## config.mk

```make
export PLATFORM = sky130hd
export DESIGN_NAME = bip_control
export DESIGN_NICKNAME = d
export VERILOG_FILES = /design/src/rtl/bip_pkg.sv /design/src/rtl/bip_decoder.sv /design/src/rtl/bip_control.sv
export SDC_FILE = /design/constraint.sdc
export NUM_CORES = 1
export LEC_CHECK = 0
export ABC_AREA = 1
export CAP_MARGIN = 20
export CORE_MARGIN = 3
export CORE_UTILIZATION = 30
export CTS_CLUSTER_DIAMETER = 40
export DETAILED_ROUTE_END_ITERATION = 16
export PLACE_DENSITY = 0.61
export SLEW_MARGIN = 10
export SYNTH_ARGS = -nofsm -noshare
export SYNTH_HDL_FRONTEND = slang
export SYNTH_HIERARCHICAL = 1
export SYNTH_SLANG_ARGS = --single-unit
export TNS_END_PERCENT = 5
```

## constraint.sdc

```tcl
create_clock -name clk -period 1.6 [get_ports clk]
set_input_delay 0.24 -clock clk [delete_from_list [all_inputs] [get_ports clk]]
set_output_delay 0.24 -clock clk [all_outputs]
set_load 0.01 [all_outputs]
```

## src/rtl/bip_pkg.sv

```systemverilog
// Shared encodings for the BIP control unit: opcodes, mux selects, ALU ops,
// FSM states and the decoded control-strobe bundle.
package bip_pkg;

  localparam int OPC_BITS = 5;

  localparam logic [OPC_BITS-1:0] OPC_HLT  = 5'b00000;
  localparam logic [OPC_BITS-1:0] OPC_STO  = 5'b00001;
  localparam logic [OPC_BITS-1:0] OPC_LD   = 5'b00010;
  localparam logic [OPC_BITS-1:0] OPC_LDI  = 5'b00011;
  localparam logic [OPC_BITS-1:0] OPC_ADD  = 5'b00100;
  localparam logic [OPC_BITS-1:0] OPC_ADDI = 5'b00101;
  localparam logic [OPC_BITS-1:0] OPC_SUB  = 5'b00110;
  localparam logic [OPC_BITS-1:0] OPC_SUBI = 5'b00111;

  localparam logic [1:0] SELA_MEM = 2'b00;
  localparam logic [1:0] SELA_IMM = 2'b01;
  localparam logic [1:0] SELA_ALU = 2'b10;

  localparam logic OP_ADD = 1'b0;
  localparam logic OP_SUB = 1'b1;

  typedef enum logic [2:0] {
    ST_IDLE    = 3'd0,
    ST_FETCH   = 3'd1,
    ST_EXEC    = 3'd2,
    ST_MEMWAIT = 3'd3,
    ST_HALT    = 3'd4
  } state_t;

  typedef struct packed {
    logic       wr_pc;
    logic [1:0] sel_a;
    logic       sel_b;
    logic       wr_acc;
    logic       op;
    logic       rd_ram;
    logic       wr_ram;
    logic       halted;
  } ctrl_t;

  // States that consume a program cycle and therefore advance the run counter.
  function automatic logic is_run_state(state_t s);
    return (s == ST_FETCH) || (s == ST_EXEC) || (s == ST_MEMWAIT);
  endfunction

endpackage

```

## src/rtl/bip_decoder.sv

```systemverilog
// Combinational BIP decode: (state, opcode, start) -> next state and strobes.
// Holds no state; the register lives in bip_control.
module bip_decoder
  import bip_pkg::*;
#(
  parameter int OPC_W = 5
) (
  input  state_t           state,
  input  logic [OPC_W-1:0] opc,
  input  logic             start,
  output state_t           state_nxt,
  output ctrl_t            ctrl
);

  logic is_mem_op;
  assign is_mem_op = (opc == OPC_W'(OPC_LD)) || (opc == OPC_W'(OPC_ADD)) ||
                     (opc == OPC_W'(OPC_SUB));

  always_comb begin
    state_nxt = state;
    case (state)
      ST_IDLE:    state_nxt = start ? ST_FETCH : ST_IDLE;
      ST_FETCH:   state_nxt = ST_EXEC;
      ST_EXEC: begin
        if (opc == OPC_W'(OPC_HLT)) state_nxt = ST_HALT;
        else if (is_mem_op)         state_nxt = ST_MEMWAIT;
        else                        state_nxt = ST_FETCH;
      end
      ST_MEMWAIT: state_nxt = ST_FETCH;
      ST_HALT:    state_nxt = ST_HALT;
      default:    state_nxt = ST_IDLE;
    endcase
  end

  always_comb begin
    ctrl = '0;
    case (state)
      ST_EXEC: begin
        // HLT decodes to all-zero so the pc stays on the HLT address.
        if (opc == OPC_W'(OPC_HLT)) begin
          ctrl = '0;
        end else if (opc == OPC_W'(OPC_STO)) begin
          ctrl.wr_ram = 1'b1;
          ctrl.wr_pc  = 1'b1;
        end else if (opc == OPC_W'(OPC_LDI)) begin
          ctrl.wr_acc = 1'b1;
          ctrl.sel_a  = SELA_IMM;
          ctrl.wr_pc  = 1'b1;
        end else if ((opc == OPC_W'(OPC_ADDI)) || (opc == OPC_W'(OPC_SUBI))) begin
          ctrl.wr_acc = 1'b1;
          ctrl.sel_a  = SELA_ALU;
          ctrl.sel_b  = 1'b1;
          ctrl.op     = (opc == OPC_W'(OPC_SUBI)) ? OP_SUB : OP_ADD;
          ctrl.wr_pc  = 1'b1;
        end else if (is_mem_op) begin
          ctrl.rd_ram = 1'b1;
        end else begin
          ctrl.wr_pc  = 1'b1;
        end
      end
      ST_MEMWAIT: begin
        ctrl.wr_acc = 1'b1;
        ctrl.wr_pc  = 1'b1;
        ctrl.sel_b  = 1'b0;
        if (opc == OPC_W'(OPC_LD)) begin
          ctrl.sel_a = SELA_MEM;
        end else begin
          ctrl.sel_a = SELA_ALU;
          ctrl.op    = (opc == OPC_W'(OPC_SUB)) ? OP_SUB : OP_ADD;
        end
      end
      ST_HALT: ctrl.halted = 1'b1;
      default: ctrl = '0;
    endcase
  end

endmodule

```

## src/rtl/bip_control.sv

```systemverilog
// BIP control unit: state register, instruction register and saturating
// run-cycle counter around the combinational bip_decoder.
module bip_control
  import bip_pkg::*;
#(
  parameter int INSTR_W = 16,
  parameter int OPC_W   = 5,
  parameter int OPR_W   = 11,
  parameter int CNT_W   = 16
) (
  input  logic               clk,
  input  logic               reset,
  input  logic               start,
  input  logic [INSTR_W-1:0] instr_in,
  output logic               wr_pc,
  output logic [1:0]         sel_a,
  output logic               sel_b,
  output logic               wr_acc,
  output logic               op,
  output logic               rd_ram,
  output logic               wr_ram,
  output logic [OPR_W-1:0]   operand,
  output logic               halted,
  output logic [CNT_W-1:0]   cycles
);

  state_t             state, state_nxt;
  logic [INSTR_W-1:0] ir;
  ctrl_t              ctrl;

  bip_decoder #(.OPC_W(OPC_W)) u_dec (
    .state     (state),
    .opc       (ir[INSTR_W-1 -: OPC_W]),
    .start     (start),
    .state_nxt (state_nxt),
    .ctrl      (ctrl)
  );

  always_ff @(posedge clk or posedge reset) begin
    if (reset) state <= ST_IDLE;
    else       state <= state_nxt;
  end

  // Memory data has had a full FETCH cycle to settle when it is captured.
  always_ff @(posedge clk or posedge reset) begin
    if (reset)                  ir <= '0;
    else if (state == ST_FETCH) ir <= instr_in;
  end

  always_ff @(posedge clk or posedge reset) begin
    if (reset)
      cycles <= '0;
    else if ((state == ST_IDLE) && start)
      cycles <= '0;
    else if (is_run_state(state) && (cycles != {CNT_W{1'b1}}))
      cycles <= cycles + CNT_W'(1);
  end

  assign wr_pc   = ctrl.wr_pc;
  assign sel_a   = ctrl.sel_a;
  assign sel_b   = ctrl.sel_b;
  assign wr_acc  = ctrl.wr_acc;
  assign op      = ctrl.op;
  assign rd_ram  = ctrl.rd_ram;
  assign wr_ram  = ctrl.wr_ram;
  assign halted  = ctrl.halted;
  assign operand = ir[OPR_W-1:0];

endmodule

```

==> impl_metrics.prom <==
# TYPE chip_impl_metric gauge
chip_impl_info{name="status",value="complete, but fails checks"} 1
chip_impl_info{name="violations_in_the_final_reports",value="setup timing"} 1
chip_impl_info{name="critical_path.cell_chain",value="nor2_4 > buf_4 > nand4_1 > nand3_1 > nand2_1 > buf_2"} 1
chip_impl_metric{name="psw",unit="mW"} 1.98
chip_impl_metric{name="core-area",unit="um2"} 6490
chip_impl_metric{name="synthDominantCellAreaShare",unit=""} 0.427
chip_impl_info{name="post-synth-top-area-cell",value="dfrtp_1"} 1
chip_impl_metric{name="drc",unit=""} 0
chip_impl_metric{name="final.period_utilization",unit=""} 1.01
chip_impl_metric{name="ant_nets",unit=""} 0
chip_impl_metric{name="finalHoldViolCount",unit=""} 0
chip_impl_metric{name="internal_power",unit="mW"} 2.99
chip_impl_metric{name="postSynthCellCount",unit=""} 248
chip_impl_metric{name="synthDistinctLibCells",unit=""} 30
chip_impl_metric{name="fin_crit",unit="ns"} 1.62
chip_impl_metric{name="grt_pass1_vias",unit=""} 1944
chip_impl_metric{name="final_util",unit=""} 0.459
chip_impl_info{name="cp-start-kind",value="flop"} 1
chip_impl_metric{name="global_route_usage_sum",unit=""} 0.143
chip_impl_metric{name="power.share.combinational",unit=""} 0.555
chip_impl_metric{name="cts_inserted_buffers",unit=""} 5
chip_impl_metric{name="dieArea",unit="um2"} 7870
chip_impl_metric{name="synthesis.area",unit="um2"} 2050
chip_impl_metric{name="rows",unit=""} 29
chip_impl_info{name="synth-main-ff-cell",value="dfrtp_1"} 1
chip_impl_metric{name="die_h",unit="um"} 88.7
chip_impl_metric{name="critical_path_max_stage_delay",unit="ns"} 0.45
chip_impl_metric{name="grt_pass1_wl",unit="mm"} 8.77
chip_impl_metric{name="leakage",unit="nW"} 1.51
chip_impl_metric{name="die_width",unit="um"} 88.7
chip_impl_metric{name="drt_pre_antenna_iters",unit=""} 4
chip_impl_metric{name="synth-seq-cells",unit=""} 35
chip_impl_metric{name="design.final.nets",unit=""} 353
chip_impl_info{name="min_path_type",value="input pin to async pin"} 1
chip_impl_metric{name="io-pin-count",unit=""} 55
chip_impl_metric{name="cellPowerDensity",unit="nW/um2"} 1670
chip_impl_metric{name="ys_seq_area_frac",unit=""} 0.427
chip_impl_metric{name="cp_data_arrival_time",unit="ns"} 1.38
chip_impl_metric{name="synth-warning-count",unit=""} 6
chip_impl_info{name="ranking_of_synthesized_cells_by_area",value="dfrtp_1 (43%), nand2_1 (11%), nand3_1 (9.3%)"} 1
chip_impl_metric{name="areaGrowthSynthToFinish",unit="%"} 45.2
chip_impl_metric{name="placement.io_buffers",unit=""} 54
chip_impl_metric{name="global_route.overflow_total",unit=""} 0
chip_impl_info{name="critical_path_class",value="flop to output pin"} 1
chip_impl_metric{name="clock_sink_count",unit=""} 35
chip_impl_metric{name="setup-violations-final",unit=""} 1
chip_impl_metric{name="clkPwrFrac",unit=""} 0.126
chip_impl_info{name="rsz_0062_raised_after_global_routing",value="true"} 1
chip_impl_metric{name="antenna-diode-count",unit=""} 0
chip_impl_metric{name="fmaxAchievable",unit="GHz"} 0.619
chip_impl_metric{name="clock_insertion_delay_worst_skew",unit="ns"} 0.29
chip_impl_metric{name="pins_over_slew_limit",unit=""} 0
chip_impl_info{name="cp-end-kind",value="output pin"} 1
chip_impl_metric{name="clock_tree.htree_level_count",unit=""} 2
chip_impl_metric{name="route.detailed.vias_per_inst",unit=""} 4.76
chip_impl_metric{name="critical_path_required",unit="ns"} 1.36
chip_impl_metric{name="initial_utilization",unit=""} 0.316
chip_impl_metric{name="timing.max_slew.rel_slack",unit=""} 0.735
chip_impl_metric{name="globalplace.congestion",unit=""} 0.895
chip_impl_metric{name="critical_path_peak_fanout",unit=""} 4
chip_impl_metric{name="synth_enable_flop_cells",unit=""} 0
chip_impl_metric{name="antenna_found_initial",unit=""} 0
chip_impl_metric{name="worst_slack",unit="ns"} -0.0160
chip_impl_metric{name="detail_route.iter0.violations",unit=""} 88
chip_impl_metric{name="wl_per_cell",unit="um"} 12.6
chip_impl_metric{name="clock_tree_skew_after_final_layout",unit="ns"} 0.00568
chip_impl_metric{name="power.sequential.fraction",unit=""} 0.319
chip_impl_metric{name="synth_area_per_cell",unit="um2"} 8.28
chip_impl_metric{name="synthArstFlopShare",unit=""} 1.00
chip_impl_metric{name="netSwitchingFraction",unit=""} 0.399
chip_impl_metric{name="post_route_cells_drive_above_1_share",unit=""} 0.269
chip_impl_metric{name="detailed_place_hpwl",unit="mm"} 3.84
chip_impl_metric{name="clock_tree.buffer_depth",unit=""} 2
chip_impl_metric{name="clk_pin_slew",unit="ns"} 0.07
chip_impl_metric{name="vdd_drop_max",unit="mV"} 0.682
chip_impl_metric{name="num_vias",unit=""} 1957
chip_impl_metric{name="finalWirelength",unit="mm"} 5.20
chip_impl_info{name="crit_path_top_delay_cell",value="dfrtp_2"} 1
chip_impl_info{name="tritoncts",value="yes"} 1
chip_impl_info{name="clock_tree.root_cell",value="clkbuf_8"} 1
chip_impl_metric{name="tightest_slew",unit="ns"} 0.397
chip_impl_metric{name="mappedNetlistNets",unit=""} 268
chip_impl_metric{name="grt_start_max_net_pins",unit=""} 35
chip_impl_metric{name="max_cap_viol_count",unit=""} 0
chip_impl_metric{name="finalPower",unit="mW"} 4.98
[power by group through the flow]
| stage | logic [mW] | clock network, mW | registers [mW] |
|---|---|---|---|
| 2_1_floorplan | 1.48 | 0 | 1.65 |
| 3_3_place_gp | 2.62 | 0 | 1.56 |
| 3_5_place_dp | 2.66 | 0 | 1.58 |
| 4_1_cts | 2.71 | 0.662 | 1.56 |
| 5_1_grt | 3.04 | 0.701 | 1.65 |
| 6_report | 2.76 | 0.627 | 1.59 |
[final timing paths]
kind	startpoint	endpoint	slack, ns	cells after the start
setup / recovery	ir[14]$_DFFE_PP0N_	wr_pc	-0.02	6
min in group clk	ir[3]$_DFFE_PP0N_	ir[3]$_DFFE_PP0N_	0.49	1
hold reg to reg	ir[3]$_DFFE_PP0N_	ir[3]$_DFFE_PP0N_	0.49	1
hold / removal	reset	ir[5]$_DFFE_PP0N_	0.11	2
setup reg to reg	cycles[0]$_DFFE_PP0P_	cycles[7]$_DFFE_PP0P_	0.14	8
max in group asynchronous	reset	cycles[6]$_DFFE_PP0P_	1.08	3
[per-layer routing]
metal | GRT usage | share of wire
met5 | 0 | 0
met4 | 0.0604 | 0.021
met3 | 0.0335 | 0.051
met2 | 0.237 | 0.48
met1 | 0.177 | 0.45
[registers in the layout, summed over array words and instances (netlist names)]
signal	cells
cycles	16
ir	16
state	3
[Yosys cell counts, types with 2 or more instances]
cell / n
buf_6: 2
nand4_1: 7
nor2_4: 2
buf_4: 11
inv_1: 17
o21ai_0: 2
nand3_1: 38
nor2_1: 20
nand2_2: 4
inv_2: 5
nand2_1: 62
dfrtp_1: 35
o21ai_1: 2
xor2_1: 4
nor2_2: 6
o21bai_1: 2
mux2_1: 16
[placed cells by master, fill, tap and decap left out, types with 3 or more instances in the layout]
cell,synthesis,routed
dlymetal6s2s_1,0,6
dfrtp_1,35,29
inv_2,5,4
clkdlybuf4s50_1,0,36
buf_4,11,38
nor2_1,20,18
nand3_1,38,37
nand4_1,7,7
nand2_1,62,60
nor2_2,6,4
inv_1,17,17
nand2_2,4,6
dfrtp_2,0,6
buf_2,1,8
mux2_1,16,16
xor2_1,4,4
clkbuf_8,0,5
dlygate4sd2_1,0,3
nor2_4,2,6
[layout make-up]
type	count	area [um2]
Fill cell	633	3510
Multi-Input combinational cell	176	1020
Sequential cell	35	883
Timing Repair Buffer	93	812
Tap cell	77	96.3
Inverter	22	85.1
Clock buffer	7	76.3
Clock inverter	1	5.00
[cells by family after synthesis]
group | count (synthesis) | synth area share
AO/OA/AOI/OAI | 11 | 0.0396
adder cells (fa/ha/maj) | 1 | 0.00609
AND/OR/NAND/NOR | 144 | 0.327
buffers and inverters | 37 | 0.0957
multiplexers | 16 | 0.0878
flip-flops | 35 | 0.427
XOR/XNOR | 4 | 0.0171
[critical path, delay by kind of cell (launching register included)]
family,cells,cell delay (ns)
flip-flops,1,0.45
buffers and inverters,2,0.25
AND/OR/NAND/NOR,4,0.39
[repair_timing]
action | in CTS | in global routing
gates resized for setup | 30 | 32
setup endpoints to repair | 28 | 23
pin swaps | 3 | 9
hold buffers | 0 | 0
setup buffers | 4 | 3
gates cloned | 0 | 0
[through the flow]
stage	hold WS [ns]	setup TNS, ns	area [um2]	std cells	setup slack, ns
floorplan	0.372	0	2050	248	0.117
global placement	0.416	-0.341	2830	396	-0.0633
detailed placement	0.420	-0.856	2830	396	-0.0814
CTS	0.0957	-0.456	2930	408	-0.217
global route	0.0941	-0.519	2980	411	-0.107
finish	0.111	-0.0160	2980	411	-0.0160
Note: power is estimated with default switching activity, not from simulation.
